## src/rtl/predelay_commutator_if.sv

```systemverilog
// Bus between an R2MDC butterfly stage and the pre-delay commutator.
//   master : butterfly side, drives in_valid/bf_out*, observes commutator outputs.
//   slave  : commutator side, consumes bf_out*, drives cm_*, cntr_pairs, busy.
// Signals:
//   in_valid                 bf_out* carry a sample this cycle
//   bf_out0_re/im            path A (undelayed)
//   bf_out1_re/im            path B (delayed inside the commutator)
//   cm_valid                 cm_out* hold a valid pair
//   cm_out0_re/im, cm_out1_*  commutated output pair
//   cntr_pairs               index of the pair currently presented
//   busy                     a frame is in progress
//   proto_err                sticky protocol-violation flag
//                            (only with PRECOMM_PROTOCOL_CHECK_EN defined)
interface predelay_commutator_if #(
  parameter int unsigned DATA_W = 16,
  parameter int unsigned CNT_W  = 5
) ();
  logic              in_valid;
  logic [DATA_W-1:0] bf_out0_re;
  logic [DATA_W-1:0] bf_out0_im;
  logic [DATA_W-1:0] bf_out1_re;
  logic [DATA_W-1:0] bf_out1_im;
  logic              cm_valid;
  logic [DATA_W-1:0] cm_out0_re;
  logic [DATA_W-1:0] cm_out0_im;
  logic [DATA_W-1:0] cm_out1_re;
  logic [DATA_W-1:0] cm_out1_im;
  logic [CNT_W-1:0]  cntr_pairs;
  logic              busy;
`ifdef PRECOMM_PROTOCOL_CHECK_EN
  logic              proto_err;
`endif

  modport master (
    output in_valid, bf_out0_re, bf_out0_im, bf_out1_re, bf_out1_im,
    input  cm_valid, cm_out0_re, cm_out0_im, cm_out1_re, cm_out1_im, cntr_pairs, busy
`ifdef PRECOMM_PROTOCOL_CHECK_EN
    , input proto_err
`endif
  );

  modport slave (
    input  in_valid, bf_out0_re, bf_out0_im, bf_out1_re, bf_out1_im,
    output cm_valid, cm_out0_re, cm_out0_im, cm_out1_re, cm_out1_im, cntr_pairs, busy
`ifdef PRECOMM_PROTOCOL_CHECK_EN
    , output proto_err
`endif
  );
endinterface

```

## src/rtl/predelay_commutator.sv

```systemverilog
// Pre-delay commutator for an R2MDC pipeline stage.
// Path B is delayed by DELAY samples in a circular buffer; the undelayed path A and the
// delayed path B are then swapped between the two outputs every DELAY output pairs.
// Each frame takes NUM_PAIRS samples per path and emits NUM_PAIRS registered pairs; the
// last DELAY pairs are produced by self-timed drain cycles with zero inputs.
// Ports:
//   clk    clock, rising edge
//   rst_n  synchronous active-low reset
//   bus    predelay_commutator_if.slave (input samples, output pairs, cntr_pairs, busy)
// Optional build macro PRECOMM_PROTOCOL_CHECK_EN adds bus.proto_err, a sticky flag set
// the cycle after in_valid is seen while draining.
module predelay_commutator #(
  parameter int unsigned DELAY     = 16,
  parameter int unsigned NUM_PAIRS = 32,
  parameter int unsigned DATA_W    = 16,
  parameter int unsigned CNT_W     = 5
) (
  input logic                  clk,
  input logic                  rst_n,
  predelay_commutator_if.slave bus
);

  localparam int unsigned PtrW = $clog2(DELAY);
  // k runs 0 .. NUM_PAIRS+DELAY-1 over a frame (inputs then drain).
  localparam int unsigned KW   = $clog2(NUM_PAIRS + DELAY);
  localparam logic [KW-1:0] KFillEnd  = KW'(DELAY - 1);
  localparam logic [KW-1:0] KRunEnd   = KW'(NUM_PAIRS - 1);
  localparam logic [KW-1:0] KDrainEnd = KW'(NUM_PAIRS + DELAY - 1);

  typedef enum logic [1:0] {StIdle, StFill, StRun, StDrain} state_e;

  state_e              state_q, state_d;
  logic [PtrW-1:0]     wr_ptr_q, wr_ptr_d;
  logic [KW-1:0]       k_q, k_d;
  logic [CNT_W-1:0]    m_q, m_d;
  logic [2*DATA_W-1:0] mem [DELAY];

  logic              cm_valid_q;
  logic [DATA_W-1:0] cm_out0_re_q, cm_out0_im_q, cm_out1_re_q, cm_out1_im_q;
  logic [CNT_W-1:0]  cntr_pairs_q;

  logic                adv;
  logic                emit;
  logic                sel;
  logic [2*DATA_W-1:0] a_word, b_word, b_dly;

  // Drain advances every cycle regardless of in_valid; otherwise in_valid gates everything.
  assign adv    = (state_q == StDrain) || bus.in_valid;
  assign emit   = adv && ((state_q == StRun) || (state_q == StDrain));
  assign a_word = (state_q == StDrain) ? '0 : {bus.bf_out0_re, bus.bf_out0_im};
  assign b_word = (state_q == StDrain) ? '0 : {bus.bf_out1_re, bus.bf_out1_im};
  assign b_dly  = mem[wr_ptr_q];
  // (m / DELAY) mod 2 with DELAY a power of two.
  assign sel    = m_q[PtrW];

  always_comb begin
    state_d  = state_q;
    k_d      = k_q;
    m_d      = m_q;
    wr_ptr_d = wr_ptr_q;
    if (adv) begin
      k_d      = k_q + 1'b1;
      wr_ptr_d = wr_ptr_q + 1'b1;
    end
    if (emit) begin
      m_d = m_q + 1'b1;
    end
    unique case (state_q)
      StIdle:  if (adv) state_d = StFill;
      StFill:  if (adv && (k_q == KFillEnd)) state_d = StRun;
      StRun:   if (adv && (k_q == KRunEnd)) state_d = StDrain;
      StDrain: begin
        if (k_q == KDrainEnd) begin
          state_d = StIdle;
          k_d     = '0;
        end
      end
      default: state_d = StIdle;
    endcase
  end

  always_ff @(posedge clk) begin
    if (!rst_n) begin
      state_q  <= StIdle;
      k_q      <= '0;
      m_q      <= '0;
      wr_ptr_q <= '0;
    end else begin
      state_q  <= state_d;
      k_q      <= k_d;
      m_q      <= m_d;
      wr_ptr_q <= wr_ptr_d;
    end
  end

  // Delay RAM is deliberately not reset; read-before-write at wr_ptr gives B_{k-DELAY}.
  always_ff @(posedge clk) begin
    if (rst_n && adv) begin
      mem[wr_ptr_q] <= b_word;
    end
  end

  always_ff @(posedge clk) begin
    if (!rst_n) begin
      cm_valid_q   <= 1'b0;
      cm_out0_re_q <= '0;
      cm_out0_im_q <= '0;
      cm_out1_re_q <= '0;
      cm_out1_im_q <= '0;
      cntr_pairs_q <= '0;
    end else begin
      cm_valid_q <= emit;
      if (emit) begin
        cntr_pairs_q <= m_q;
        if (!sel) begin
          {cm_out0_re_q, cm_out0_im_q} <= a_word;
          {cm_out1_re_q, cm_out1_im_q} <= b_dly;
        end else begin
          {cm_out0_re_q, cm_out0_im_q} <= b_dly;
          {cm_out1_re_q, cm_out1_im_q} <= a_word;
        end
      end else if (state_q == StIdle) begin
        // Index returns to 0 once the frame's last pair has been presented.
        cntr_pairs_q <= '0;
      end
    end
  end

  assign bus.cm_valid   = cm_valid_q;
  assign bus.cm_out0_re = cm_out0_re_q;
  assign bus.cm_out0_im = cm_out0_im_q;
  assign bus.cm_out1_re = cm_out1_re_q;
  assign bus.cm_out1_im = cm_out1_im_q;
  assign bus.cntr_pairs = cntr_pairs_q;
  assign bus.busy       = (state_q != StIdle);

`ifdef PRECOMM_PROTOCOL_CHECK_EN
  logic proto_err_q;

  always_ff @(posedge clk) begin
    if (!rst_n) begin
      proto_err_q <= 1'b0;
    end else if ((state_q == StDrain) && bus.in_valid) begin
      proto_err_q <= 1'b1;
    end
  end

  assign bus.proto_err = proto_err_q;
`endif

endmodule

```

## src/flat_wrapper.sv

```systemverilog
// flat-port wrapper written by rule: the top's interface ports become plain ports
module predelay_commutator_flat 
#(
  parameter int unsigned DELAY     = 16,
  parameter int unsigned NUM_PAIRS = 32,
  parameter int unsigned DATA_W    = 16,
  parameter int unsigned CNT_W     = 5
)
  (clk, rst_n, bus_in_valid, bus_bf_out0_re, bus_bf_out0_im, bus_bf_out1_re, bus_bf_out1_im, bus_cm_valid, bus_cm_out0_re, bus_cm_out0_im, bus_cm_out1_re, bus_cm_out1_im, bus_cntr_pairs, bus_busy);
  predelay_commutator_if #(.DATA_W(DATA_W), .CNT_W(CNT_W)) bus_i ();
  input logic clk;
  input logic rst_n;
  input wire logic [$bits(bus_i.in_valid)-1:0] bus_in_valid;
  input wire logic [$bits(bus_i.bf_out0_re)-1:0] bus_bf_out0_re;
  input wire logic [$bits(bus_i.bf_out0_im)-1:0] bus_bf_out0_im;
  input wire logic [$bits(bus_i.bf_out1_re)-1:0] bus_bf_out1_re;
  input wire logic [$bits(bus_i.bf_out1_im)-1:0] bus_bf_out1_im;
  output wire logic [$bits(bus_i.cm_valid)-1:0] bus_cm_valid;
  output wire logic [$bits(bus_i.cm_out0_re)-1:0] bus_cm_out0_re;
  output wire logic [$bits(bus_i.cm_out0_im)-1:0] bus_cm_out0_im;
  output wire logic [$bits(bus_i.cm_out1_re)-1:0] bus_cm_out1_re;
  output wire logic [$bits(bus_i.cm_out1_im)-1:0] bus_cm_out1_im;
  output wire logic [$bits(bus_i.cntr_pairs)-1:0] bus_cntr_pairs;
  output wire logic [$bits(bus_i.busy)-1:0] bus_busy;
  assign bus_i.in_valid = bus_in_valid;
  assign bus_i.bf_out0_re = bus_bf_out0_re;
  assign bus_i.bf_out0_im = bus_bf_out0_im;
  assign bus_i.bf_out1_re = bus_bf_out1_re;
  assign bus_i.bf_out1_im = bus_bf_out1_im;
  assign bus_cm_valid = bus_i.cm_valid;
  assign bus_cm_out0_re = bus_i.cm_out0_re;
  assign bus_cm_out0_im = bus_i.cm_out0_im;
  assign bus_cm_out1_re = bus_i.cm_out1_re;
  assign bus_cm_out1_im = bus_i.cm_out1_im;
  assign bus_cntr_pairs = bus_i.cntr_pairs;
  assign bus_busy = bus_i.busy;
  predelay_commutator #(.DELAY(DELAY), .NUM_PAIRS(NUM_PAIRS), .DATA_W(DATA_W), .CNT_W(CNT_W)) u_core (.clk(clk), .rst_n(rst_n), .bus(bus_i));
endmodule
```

## config.mk

```make
export PLATFORM = sky130hd
export DESIGN_NAME = predelay_commutator_flat
export DESIGN_NICKNAME = d
export VERILOG_FILES = /design/src/rtl/predelay_commutator_if.sv /design/src/rtl/predelay_commutator.sv /design/src/flat_wrapper.sv
export SDC_FILE = /design/constraint.sdc
export NUM_CORES = 1
export LEC_CHECK = 0
export CAP_MARGIN = 20
export CORE_UTILIZATION = 35
export DETAILED_ROUTE_END_ITERATION = 12
export HOLD_SLACK_MARGIN = 0.06
export SLEW_MARGIN = 20
export SYNTH_ARGS = -nofsm -noshare
export SYNTH_HDL_FRONTEND = slang
export SYNTH_SLANG_ARGS = --single-unit
export TNS_END_PERCENT = 30
```

## constraint.sdc

```tcl
create_clock -name clk -period 7.3 [get_ports clk]
set_input_delay 1.46 -clock clk [delete_from_list [all_inputs] [get_ports clk]]
set_output_delay 1.46 -clock clk [all_outputs]
set_load 0.1 [all_outputs]
```

# Word-level counts from Yosys, hierarchy flattened
# Memories as Yosys holds them, arrays and structs flattened. A register that Yosys moved wholly into a read port is not among the register bits.
# Index checks and enable logic that the tools add are counted.
# W data, S select, Z words.
dict set report word_totals {
  n_memories 1
  ff_bits 87
  word_cells 54
  ram_bits 512
  output_inout_bits 71
  inputBits 67
}
dict set report classes {
  add_sub_neg 3
  reduce_logical 10
  muxes 20
  eq_ne 10
}
# name depth width read_ports rd_ports_with_merged_regs write_ports line_no
set memory_table {}
lappend memory_table {u_core.mem 16 32 1 1 1 predelay_commutator.sv:36} ;# logic [2*DATA_W-1:0] mem [DELAY];
# op count
set ops {}
lappend ops {{$mux W16} 4}
lappend ops {{$mux W32} 2}
lappend ops {{$mux W6} 3}
lappend ops {{$mux W5} 2}
lappend ops {{$mux W2} 4}
lappend ops {{$mux W4} 2}
lappend ops {{$pmux W2 S4} 1}
lappend ops {{$add A6 B1 Y6 const B} 1}
lappend ops {{$eq A6 B4 Y1 const B} 1}
lappend ops {{$eq A6 B5 Y1 const B} 1}
lappend ops {{$eq A6 B6 Y1 const B} 1}
lappend ops {{$add A5 B1 Y5 const B} 1}
lappend ops {{$add A4 B1 Y4 const B} 1}
lappend ops {{$eq A2 B2 Y1 const B} 2}
lappend ops {{$logic_and A1 B1 Y1} 4}
lappend ops {{$ne A2 B1 Y1 const B} 2}
lappend ops {{$ne A2 B2 Y1 const B} 2}
lappend ops {{$reduce_and A4 Y1} 1}
lappend ops {{$reduce_bool A2 Y1} 2}
lappend ops {{$eq A2 B1 Y1 const B} 1}
lappend ops {{$logic_not A2 Y1} 1}
lappend ops {{$logic_or A1 B1 Y1} 2}
lappend ops {{$mux W1} 2}

# Depth between registers and ports, before layout
# Gate-level depths: netlist of the first run.
dict set report logic_depth {
  depth_word 5
  mapped_depth 8
  mapped_depth_nobuf 7
}

# Least setup slack after synthesis of the first run
# OpenSTA, ideal clock, no wires.
dict set report synth_timing {
  path_kind {input to register}
  from {input rst_n}
  to {memory u_core.mem[3][0] (netlist bit), enable pin}
  setup_slack_ns 2.478
  cell_stages 4
  t_arrival_ns 4.361
  path_buffers 2
  setup_ns 0.461
  required_ns 6.839
  path_cell_list {clkbuf_1 -> clkbuf_1 -> nand3_1 -> nor3_1}
}
dict set report synth_between {
  elab_chain_len 3
}
# item line_no
set synth_lines {}
lappend synth_lines {{start, declared} flat_wrapper.sv:12} ;# input logic rst_n;
lappend synth_lines {{$logic_and A1 B1 Y1} predelay_commutator.sv:98} ;# if (rst_n && adv) begin
lappend synth_lines {{$mux W1} predelay_commutator.sv:98}
lappend synth_lines {{$mux W1 (implied by the code)} predelay_commutator.sv:99} ;# mem[wr_ptr_q] <= b_word;
lappend synth_lines {{end, declared} predelay_commutator.sv:36}
# No other way between the ends.

# Worst setup path in the final report of the first run
dict set report layout_timing {
  from {register u_core.state_q[0]}
  to {output bus_busy}
}
dict set report layout_between {
  elab_chain_len 1
}
# item line_no
set layout_lines {}
lappend layout_lines {{start, declared} predelay_commutator.sv:32} ;# state_e state_q, state_d;
lappend layout_lines {{start signal, assigned} predelay_commutator.sv:84} ;# state_q <= StIdle;
lappend layout_lines {{start signal, assigned} predelay_commutator.sv:89} ;# state_q <= state_d;
lappend layout_lines {{$reduce_bool A2 Y1} predelay_commutator.sv:135} ;# assign bus.busy = (state_q != StIdle);
lappend layout_lines {{end, declared} flat_wrapper.sv:24} ;# output wire logic [$bits(bus_i.busy)-1:0] bus_busy;
# No other way between the ends.

==> key figures, run 1 <==
Run status
  – Status: finished, final reports clean

Setup path
  – Max incr delay on CP: 1180 ps
  – Required @ worst endpoint: 5840 ps
  – Crit path top cell by count: inv_1
  – Critical-path maximum fanout: 7
  – Critical setup path kind: reg2out
  – Crit path cell chain: inv_1, ha_1, inv_1, clkdlybuf4s50_1
  – Crit start category: flop
  – WP data arrival: 2720 ps
  – Register-to-register path setup slack: between 3000 and 4000 ps
  – Slowest CP cell: clkdlybuf4s50_1
  – Worst setup EP type: output port

STA
  – Worst hold slack: 472 ps
  – Clock Skew: between 20 and 30 ps
  – Fin. Hold Viols: 0
  – Final WS setup: 3120 ps
  – Max Slew Vio Count: 0
  – # setup viols final: 0
  – Setup TNS: 0 ps
  – Unrepaired setup endpoints after global routing: no
  – Final period util: 0.573
  – Final min period: 4180 ps
  – Slew headroom: 0.263
  – Fmax: 239 MHz
  – Worst-Margin Slew: 1100 ps

Place
  – # port buffers: 137
  – DP HPWL: 35.5 mm
  – DP Cell Count: roughly 2400
  – Pre-CTS setup slack: 2810 ps
  – Final Wtd Congestion: 0.803

Hold path
  – Min-Delay Path Class: reg2reg

Clocking
  – CTS Buffer Depth: 3
  – H-tree Lvls: 2
  – Worst-path clk slew: 60 ps
  – Post-CTS resize count: 0
  – Clock root cell: clkbuf_16
  – Clock latency on the worst-skew pair: 620 ps
  – TritonCTS Buffers: 57
  – # Post-CTS Setup Buffers: 0
  – CTS tree: yes
  – Clock sinks: 603
  – CTS Hold Bufs: 0

Power and ir drop
  – Switching Share: 0.297
  – Lkg Pwr: 9.55 nW
  – Power share of the clock group: 0.326
  – Pwr dens: 302 nW/um^2
  – Flop pwr share: 0.472
  – Gate power share: 0.202
  – Internal: 5.97 mW
  – Switch Pwr: 2.52 mW
  – Peak supply drop: 0.000216 V

Cells and area
  – Final Instance Count excl. Fillers: 2482
  – Most common cell after layout, fill and taps aside: edfxtp_1
  – Fraction of layout cells with a size suffix above 1: 0.169
  – Commonest non-fill, non-tap cells in the layout: edfxtp_1 (512), clkdlybuf4s50_1 (136), mux2i_1 (91), nor2_1 (88), dfxtp_1 (88)
  – NumNets Final: 1642
  – Area Overhead vs Synth: 18.2%
  – Ant diodes: 0
  – Final core utilization: 0.419
  – Fill cell count: 5984

Global route
  – GR Util All Layers: 0.162
  – Initial antenna violation count: 0
  – Maximum number of pins on one net before global-route repair: 74
  – Global-route wire length before repair: 84.9 mm
  – Vias in the first global route: 13200
  – Total gr overflow: 0

Drt
  – DR iter-0 viols: ~1300
  – WL per Instance: 22.9 um
  – Vias: approximately 13000
  – Vias per cell: 5.35
  – Total Wirelength: 56.9 mm
  – TritonRoute pass-1 iters: 5
  – Antenna viol nets, final: 0
  – DRC errors left: 0

Yosys
  – Yosys reg bits: 603
  – Mean cell area of the mapped netlist: 16.8 sq um
  – Ys flop type: edfxtp_1
  – Register area share after synthesis: 0.721
  – Fraction of registers with async set or reset after synthesis: 0
  – Number of flops mapped to enable cells by yosys: 512
  – Post-Synthesis Cells: 1422
  – Synth cell types: 43
  – Yosys warns: 0
  – Syn nets: 1501
  – Post-synthesis cell area: about 24000 sq um

Floorplan
  – # rows: 95
  – Die area: 69200 sq um
  – Die Span X: 263 um
  – Num ports: 138
  – Core area: 67300 sq um
  – Initial Util: 0.354
  – Chip height: 263 um

Job
  – MaxCap Viol Count: 0
synth_stat cells, types with 3 or more instances:
library cell    n  area [sq um]
nand2_1        21          78.8
nor3_1          4          20.0
xnor2_1         3          26.3
o21ai_1        38           190
nand4_1         4          25.0
o211a_1        50           500
nand2b_1       11          68.8
a221o_1        37           370
buf_4           7          52.6
a2bb2oi_1       5          43.8
xor2_1         10          87.6
nand3_1        10          50.1
mux4_2         64          1440
nor2b_1        34           213
edfxtp_1      512         15400
inv_1          10          37.5
mux2_2         38           428
o22ai_1        26           163
o21ai_0        32           160
a21oi_1        63           315
buf_2          13          65.1
o32a_1         19           190
clkbuf_1       61           229
ha_1           12           150
dfxtp_1        91          1820
buf_1           7          26.3
buf_6           8          90.1
nor2_1        103           387
mux2i_1        91           911
a221oi_1       22           193
critical path: cells and delay by family, from the launching register on:
kind / cells / cell delay (ps)
buffers and inverters: 3 / 1480
DFF: 1 / 410
adders and majority gates: 1 / 220
final timing paths:
| path | startpoint | to | cells after the start |
|---|---|---|---|
| worst min register to register | u_core.bus.cntr_pairs[3]$_SDFFE_PN0P_ | u_core.bus.cntr_pairs[3]$_SDFFE_PN0P_ | 2 |
| worst max-delay path | u_core.state_q[0]$_SDFFE_PN0P_ | bus_busy | 4 |
| worst max register to register | flop | u_core.bus.cm_out1_re[4]$_SDFFE_PN0P_ | 6 |
| worst min-delay path | u_core.bus.cntr_pairs[3]$_SDFFE_PN0P_ | u_core.bus.cntr_pairs[3]$_SDFFE_PN0P_ | 2 |
routing by layer:
layer | GRT usage | part of all wire | vias to the layer above
met5 | 0 | 0 | -
li1 | - | - | 5946
met2 | 0.243 | 0.45 | 442
met4 | 0.0427 | 0.016 | 0
met1 | 0.243 | 0.47 | 6814
met3 | 0.0288 | 0.069 | 66
logic make-up after synthesis:
| kind of cell | count (synthesis) | share of synthesized area |
|---|---|---|
| flip-flops | 603 | 0.721 |
| adder cells (fa/ha/maj) | 12 | 0.00630 |
| AND/OR/NAND/NOR | 195 | 0.0376 |
| buffers and inverters | 109 | 0.0224 |
| XOR/XNOR | 13 | 0.00478 |
| AO/OA/AOI/OAI | 297 | 0.0910 |
| multiplexers | 193 | 0.117 |
power by group through the flow:
stage | sequential, mW | clock (mW) | combinational, mW
floorplan | 4.56 | 0 | 0.736
global placement | 4.08 | 0 | 1.69
detailed placement | 4.09 | 0 | 1.72
CTS | 4.01 | 2.83 | 1.72
global route | 4.02 | 2.96 | 1.81
finish | 4.01 | 2.77 | 1.72
per-stage QoR:
stage,power (mW),area (sq um)
floorplan,5.30,23800
global placement,5.77,26200
detailed placement,5.80,26300
CTS,8.56,28000
global route,8.80,28200
finish,8.50,28200
final cells by class:
type                    count  area (sq um)  area share
clock inverters            36           264     0.00937
inverters                  11          41.3     0.00147
clock buffers              69          1470      0.0522
repair buffers            180          1800      0.0638
multi-input cells         710          6310       0.224
flip-flops and latches    603         17200       0.611
well taps                 873          1090      0.0388
sequential cells by signal, indices dropped and copies added, names as in the netlist, named ones only:
register and flops:
u_core.mem 512, u_core.bus.cm_out0_im 16, u_core.bus.cm_out0_re 16, u_core.bus.cm_out1_im 16, u_core.bus.cm_out1_re 16, u_core.k_q 6, u_core.bus.cntr_pairs 5, u_core.m_q 5
u_core.wr_ptr_q 4, u_core.state_q 2, u_core.bus.cm_valid 1
Power figures use the tool's default switching activity.
==> inputs of run 2 (changes only) <==
- clock period: 7.3 -> 4.13 ns (I/O delays scaled with it)
==> key figures, run 2 (synthesis results as in run 1) <==
STA
  – Final period util: 0.865
  – Worst hold slack: 466 ps (was 472 ps)
  – Clock Skew: 15.2 ps (was 28.1 ps)
  – Final WS setup: 558 ps (was 3120 ps)
  – Final min period: ~3600 ps
  – Max Slew Vio Count: 0 (unchanged)
  – Slew headroom: 0.314 (was 0.263)
  – Fmax: 280 MHz
  – Fin. Hold Viols: 0 (unchanged)
  – Unrepaired setup endpoints after global routing: no (unchanged)
  – # setup viols final: 0 (unchanged)
  – Worst-Margin Slew: 1030 ps (was 1100 ps)

Cells and area
  – NumNets Final: 1667 (was 1642)
  – Largest register FFs: 512 (unchanged)
  – Fraction of layout cells with a size suffix above 1: 0.187 (was 0.169)
  – Area Overhead vs Synth: 20.0% (was 18.2%)
  – Most common cell after layout, fill and taps aside: edfxtp_1 (unchanged)
  – Reg with most FFs: u_core.mem (unchanged)
  – Commonest non-fill, non-tap cells in the layout: edfxtp_1 (512), clkdlybuf4s50_1 (136), mux2i_1 (91), nor2_1 (88), dfxtp_1 (88) (unchanged)
  – Ant diodes: 0 (unchanged)

Global route
  – GR Util All Layers: 0.166 (was 0.162)
  – Initial antenna violation count: 0 (unchanged)
  – Total gr overflow: 0 (unchanged)
  – Maximum number of pins on one net before global-route repair: 68 (was 74)
  – Vias in the first global route: 13400 (was 13200)
  – Global-route wire length before repair: 86.8 mm (was 84.9 mm)

Drt
  – Highest metal used: met4 (unchanged)
  – DR iter-0 viols: 1340 (was 1277)
  – DR WL met2: 25.4 mm (about the same)
  – TritonRoute pass-1 iters: 7 (was 5)
  – Vias: 13400 (was 13300)
  – Antenna viol nets, final: 0 (unchanged)
  – Detail Route met3 WL: 3.70 mm (was 3.91 mm)
  – M1 WL: 27.6 mm (was 26.7 mm)
  – Vias per cell: 5.35 (about the same)
  – Total Wirelength: 57.6 mm (was 56.9 mm)
  – DRC errors left: 0 (unchanged)
  – WL per Instance: 23.0 um (was 22.9 um)

Run status
  – Status: finished, final reports clean (unchanged)

Clocking
  – CTS Buffer Depth: 3 (unchanged)
  – TritonCTS Buffers: 59 (was 57)
  – Clock sinks: 603 (unchanged)
  – CTS Hold Bufs: 0 (unchanged)
  – # Post-CTS Setup Buffers: 0 (unchanged)
  – Post-CTS resize count: 0 (unchanged)
  – Worst-path clk slew: 60 ps (about the same)
  – H-tree Lvls: 2 (unchanged)
  – CTS tree: yes (unchanged)
  – Clock root cell: clkbuf_16 (unchanged)
  – Clock latency on the worst-skew pair: 620 ps (about the same)

Floorplan
  – Chip height: 263 um (unchanged)
  – Die area: 69200 sq um (unchanged)
  – Die Span X: 263 um (unchanged)
  – Num ports: 138 (unchanged)
  – Core area: 67300 sq um (unchanged)
  – Initial Util: 0.354 (unchanged)
  – # rows: 95 (unchanged)

Hold path
  – Hold Crit Start: u_core.bus.cntr_pairs[4]$_SDFFE_PN0P_ (was u_core.bus.cntr_pairs[3]$_SDFFE_PN0P_)
  – Min-Delay Path Class: reg2reg (unchanged)

Power and ir drop
  – Peak supply drop: 0.000342 V (was 0.000216 V)
  – Pwr dens: 551 nW/um^2 (was 302 nW/um^2)
  – Total Power: 15.8 mW (was 8.50 mW)
  – Lkg Pwr: 9.80 nW (was 9.55 nW)

Place
  – DP HPWL: 38.3 mm (was 35.5 mm)
  – Pre-CTS setup slack: 668 ps (was 2810 ps)
  – # port buffers: 137 (unchanged)
  – Final Wtd Congestion: 0.807 (was 0.803)

Setup path
  – Critical setup path kind: reg2out (unchanged)
  – Required @ worst endpoint: 3300 ps (was 5840 ps)
  – Worst setup EP type: output port (unchanged)
  – WP data arrival: 2750 ps (was 2720 ps)
  – Worst setup startpoint: u_core.state_q[0]$_SDFFE_PN0P_ (unchanged)
  – Critical-path maximum fanout: 7 (unchanged)
  – Crit start category: flop (unchanged)

Job
  – MaxCap Viol Count: 0 (unchanged)
## run 2: final cells by class
type	count	area, sq um
inverter	11	41.3
clock inverter	31	389
tap	873	1090
multi-input combinational	710	6310
timing repair buffer	203	1950
clock buffer	79	1630
sequential	603	17200
fill	5943	38700
## run 2: worst paths after layout
kind / cells past startpoint / to / slack, ps
hold / removal: 2 / u_core.bus.cntr_pairs[4]$_SDFFE_PN0P_ / 470
hold reg to reg: 2 / u_core.bus.cntr_pairs[4]$_SDFFE_PN0P_ / 470
setup reg to reg: 6 / u_core.bus.cm_out0_re[3]$_SDFFE_PN0P_ / 1200
setup / recovery: 4 / bus_busy / 560
## run 2: per-stage QoR
stage                     TNS, ps   util  cells  instance area, sq um
final                           0  0.425   2510                 28600
after CTS                       0  0.425   2510                 28600
after global routing            0  0.425   2510                 28600
after detailed placement        0  0.395   2400                 26600
after floorplan             -3680      -   1422                 23800
after global placement          0  0.395   2400                 26600
## run 2: report_power, final
group          internal, mW  switching, mW
logic                 0.955           2.19
registers              6.94          0.133
clock network          3.32           2.23
## run 2: routing by layer
metal	global-route usage	vias to the layer above
li1	-	6001
met1	0.254	6928
met2	0.244	447
met3	0.0266	64
met4	0.0398	0
met5	0	-
## run 2: worst max-delay path: stages (launching register included)
cell             delay (ps)
dfxtp_1                 420
inv_1                   120
ha_1                    220
inv_1                   190
clkdlybuf4s50_1        1180
==> patch: new RTL, flow settings as in run 2 <==
The 4 states of `state_e` get a one-hot encoding in 4 bits.
--- a/src/rtl/predelay_commutator.sv
+++ b/src/rtl/predelay_commutator.sv
@@ -27,7 +27,7 @@
   localparam logic [KW-1:0] KRunEnd   = KW'(NUM_PAIRS - 1);
   localparam logic [KW-1:0] KDrainEnd = KW'(NUM_PAIRS + DELAY - 1);
 
-  typedef enum logic [1:0] {StIdle, StFill, StRun, StDrain} state_e;
+  typedef enum logic [3:0] {StIdle = 4'b0001, StFill = 4'b0010, StRun = 4'b0100, StDrain = 4'b1000} state_e;
 
   state_e              state_q, state_d;
   logic [PtrW-1:0]     wr_ptr_q, wr_ptr_d;
Check against the original RTL: no difference found for any inputs over 10 cycles, from zero or initial values and one cycle with rst_n low; not proved beyond that.
==> patch against run 2 <==
Die area fell by 0.42%. Clock skew rose by 8.2 ps. Cell area fell by 0.35%. Synthesized area fell by 0.43%. Sequential cell count rose by 2. Count of clock-buffer cells in the layout fell by 3. Setup slack got worse by 190 ps. Wire length rose by 4.7%. Critical path type unchanged. Critical endpoint unchanged.
Power is not compared: it rests on default switching activity, and its combinational part moved more than twofold at a synthesized area within 25%.
==> patch: results (changes against run 2) <==
Critical Path AT=2930 ps (was 2750 ps); Vias=13233 (was 13440); Area contributors post-synth=edfxtp_1 65%, mux4_2 12%, dfxtp_1 7.8% (was edfxtp_1 64%, dfxtp_1 7.6%, mux4_2 6.0%); share of cells above drive strength 1=0.205 (was 0.187); dpl ws=853 ps (was 668 ps); Root Driver=clkbuf_16 (unchanged); Pre-Repair DR Iteration Count=6 (was 7); Iteration-0 DRC Markers=1138 (was 1340); initial antenna violation count=1 (was 0); post-synthesis sequential area ratio=0.726 (was 0.721); H-tree levels=2 (unchanged); largest net degree at the start of global routing=74 (was 68); hold slack=476 ps (was 466 ps); mean routed wirelength per cell=24.9 µm (was 23.0 µm); Synth Area in XOR/XNOR=0.00443 (was 0.00478); Mapped Nets=1417 (was 1501); Post-Synth Adder-Cell Area=0.00316 (was 0.00630); wire length on met2=28.7 mm (was 25.4 mm); post-synthesis mux area share=0.127 (was 0.117); Synth cell types=47 (was 43); GRT Overall Usage=0.174 (was 0.166); R2R Setup Slk=1000 ps (was 1200 ps); Tmin final=3760 ps (was 3570 ps); met1 WL=27.1 mm (was 27.6 mm); DP HPWL=36.5 mm (was 38.3 mm); first-pass GRT wire length=89.6 mm (was 86.8 mm); crit-path max cell delay=1030 ps (was 1180 ps); vias per cell=5.47 (was 5.35); vias in the first global route=13510 (was 13378); RD Place Congestion=0.754 (was 0.807); Reg2Reg Capture Point=u_core.mem[15][4] (was u_core.bus.cm_out0_re[3]); Compound-Gate Fraction of Synth Area=0.0739 (was 0.0910); metal3 WL=3.59 mm (was 3.70 mm); CTS Buf Count=61 (was 59); Avg Cell Area, Syn=17.7 µm² (was 16.8 µm²); Post-Place Cells=2304 (was 2400); Slew @ Worst Pin=1050 ps (was 1030 ps); status=finished clean (unchanged); skew final=23.4 ps (was 15.2 ps); worst-path maximum fanout=9 (was 7); Commonest cells post-synth=512 x edfxtp_1, 125 x mux4_2, 106 x a21oi_1, 93 x dfxtp_1 (was 512 x edfxtp_1, 103 x nor2_1, 91 x dfxtp_1, 91 x mux2i_1, 64 x mux4_2)
==> patch: changes by cell type in the layout (fill, tap and decap cells not counted), moves of 37 or more <==
cell,run 2,this run
a21oi_1,63,106
a221o_1,37,0
mux2i_1,91,0
mux4_2,64,125
nor2_1,88,28
o211a_1,50,0
o21ai_1,38,0
==> patch: area by class of cell <==
| cell class | instances | area, µm² |
|---|---|---|
| fill | 5790 | 38600 |
| sequential | 605 | 17200 |
| multi-input combinational | 637 | 6160 |
| timing repair buffer | 186 | 1850 |
| clock buffer | 76 | 1660 |
| tap | 873 | 1090 |
| clock inverter | 38 | 489 |
| inverter | 3 | 11.3 |
==> patch: how the worst max path moves through the flow <==
stage / to / from
2_1_floorplan: u_core.mem[0][0] / rst_n
3_3_place_gp: u_core.mem[15][18] / bus_in_valid
3_5_place_dp: u_core.mem[15][20] / bus_in_valid
4_1_cts: bus_busy / u_core.state_q[0]
5_1_grt: bus_busy / u_core.state_q[0]
6_report: bus_busy / u_core.state_q[0]
==> patch: routing by layer <==
| metal | up-vias | global-route usage |
|---|---|---|
| met2 | 424 | 0.280 |
| met5 | - | 0 |
| met4 | 0 | 0.0415 |
| met1 | 6969 | 0.247 |
| met3 | 73 | 0.0298 |
| li1 | 5767 | - |
==> patch: cell families after synthesis <==
kind of cell,after synthesis
fa+ha+maj,6
compound gates,270
mux,139
buf+inv,102
simple gates,210
xor+xnor,12
flops,605
==> patch: power by group <==
part / switching [mW] / internal, mW
registers: 0.0695 / 6.68
clock network: 2.33 / 3.54
logic: 0.568 / 0.358
==> patch: worst min-delay path, delay by kind of cell (launching register included) <==
family / cells / cell delay [ps]
flops: 1 / 310
compound gates: 1 / 60
simple gates: 1 / 60
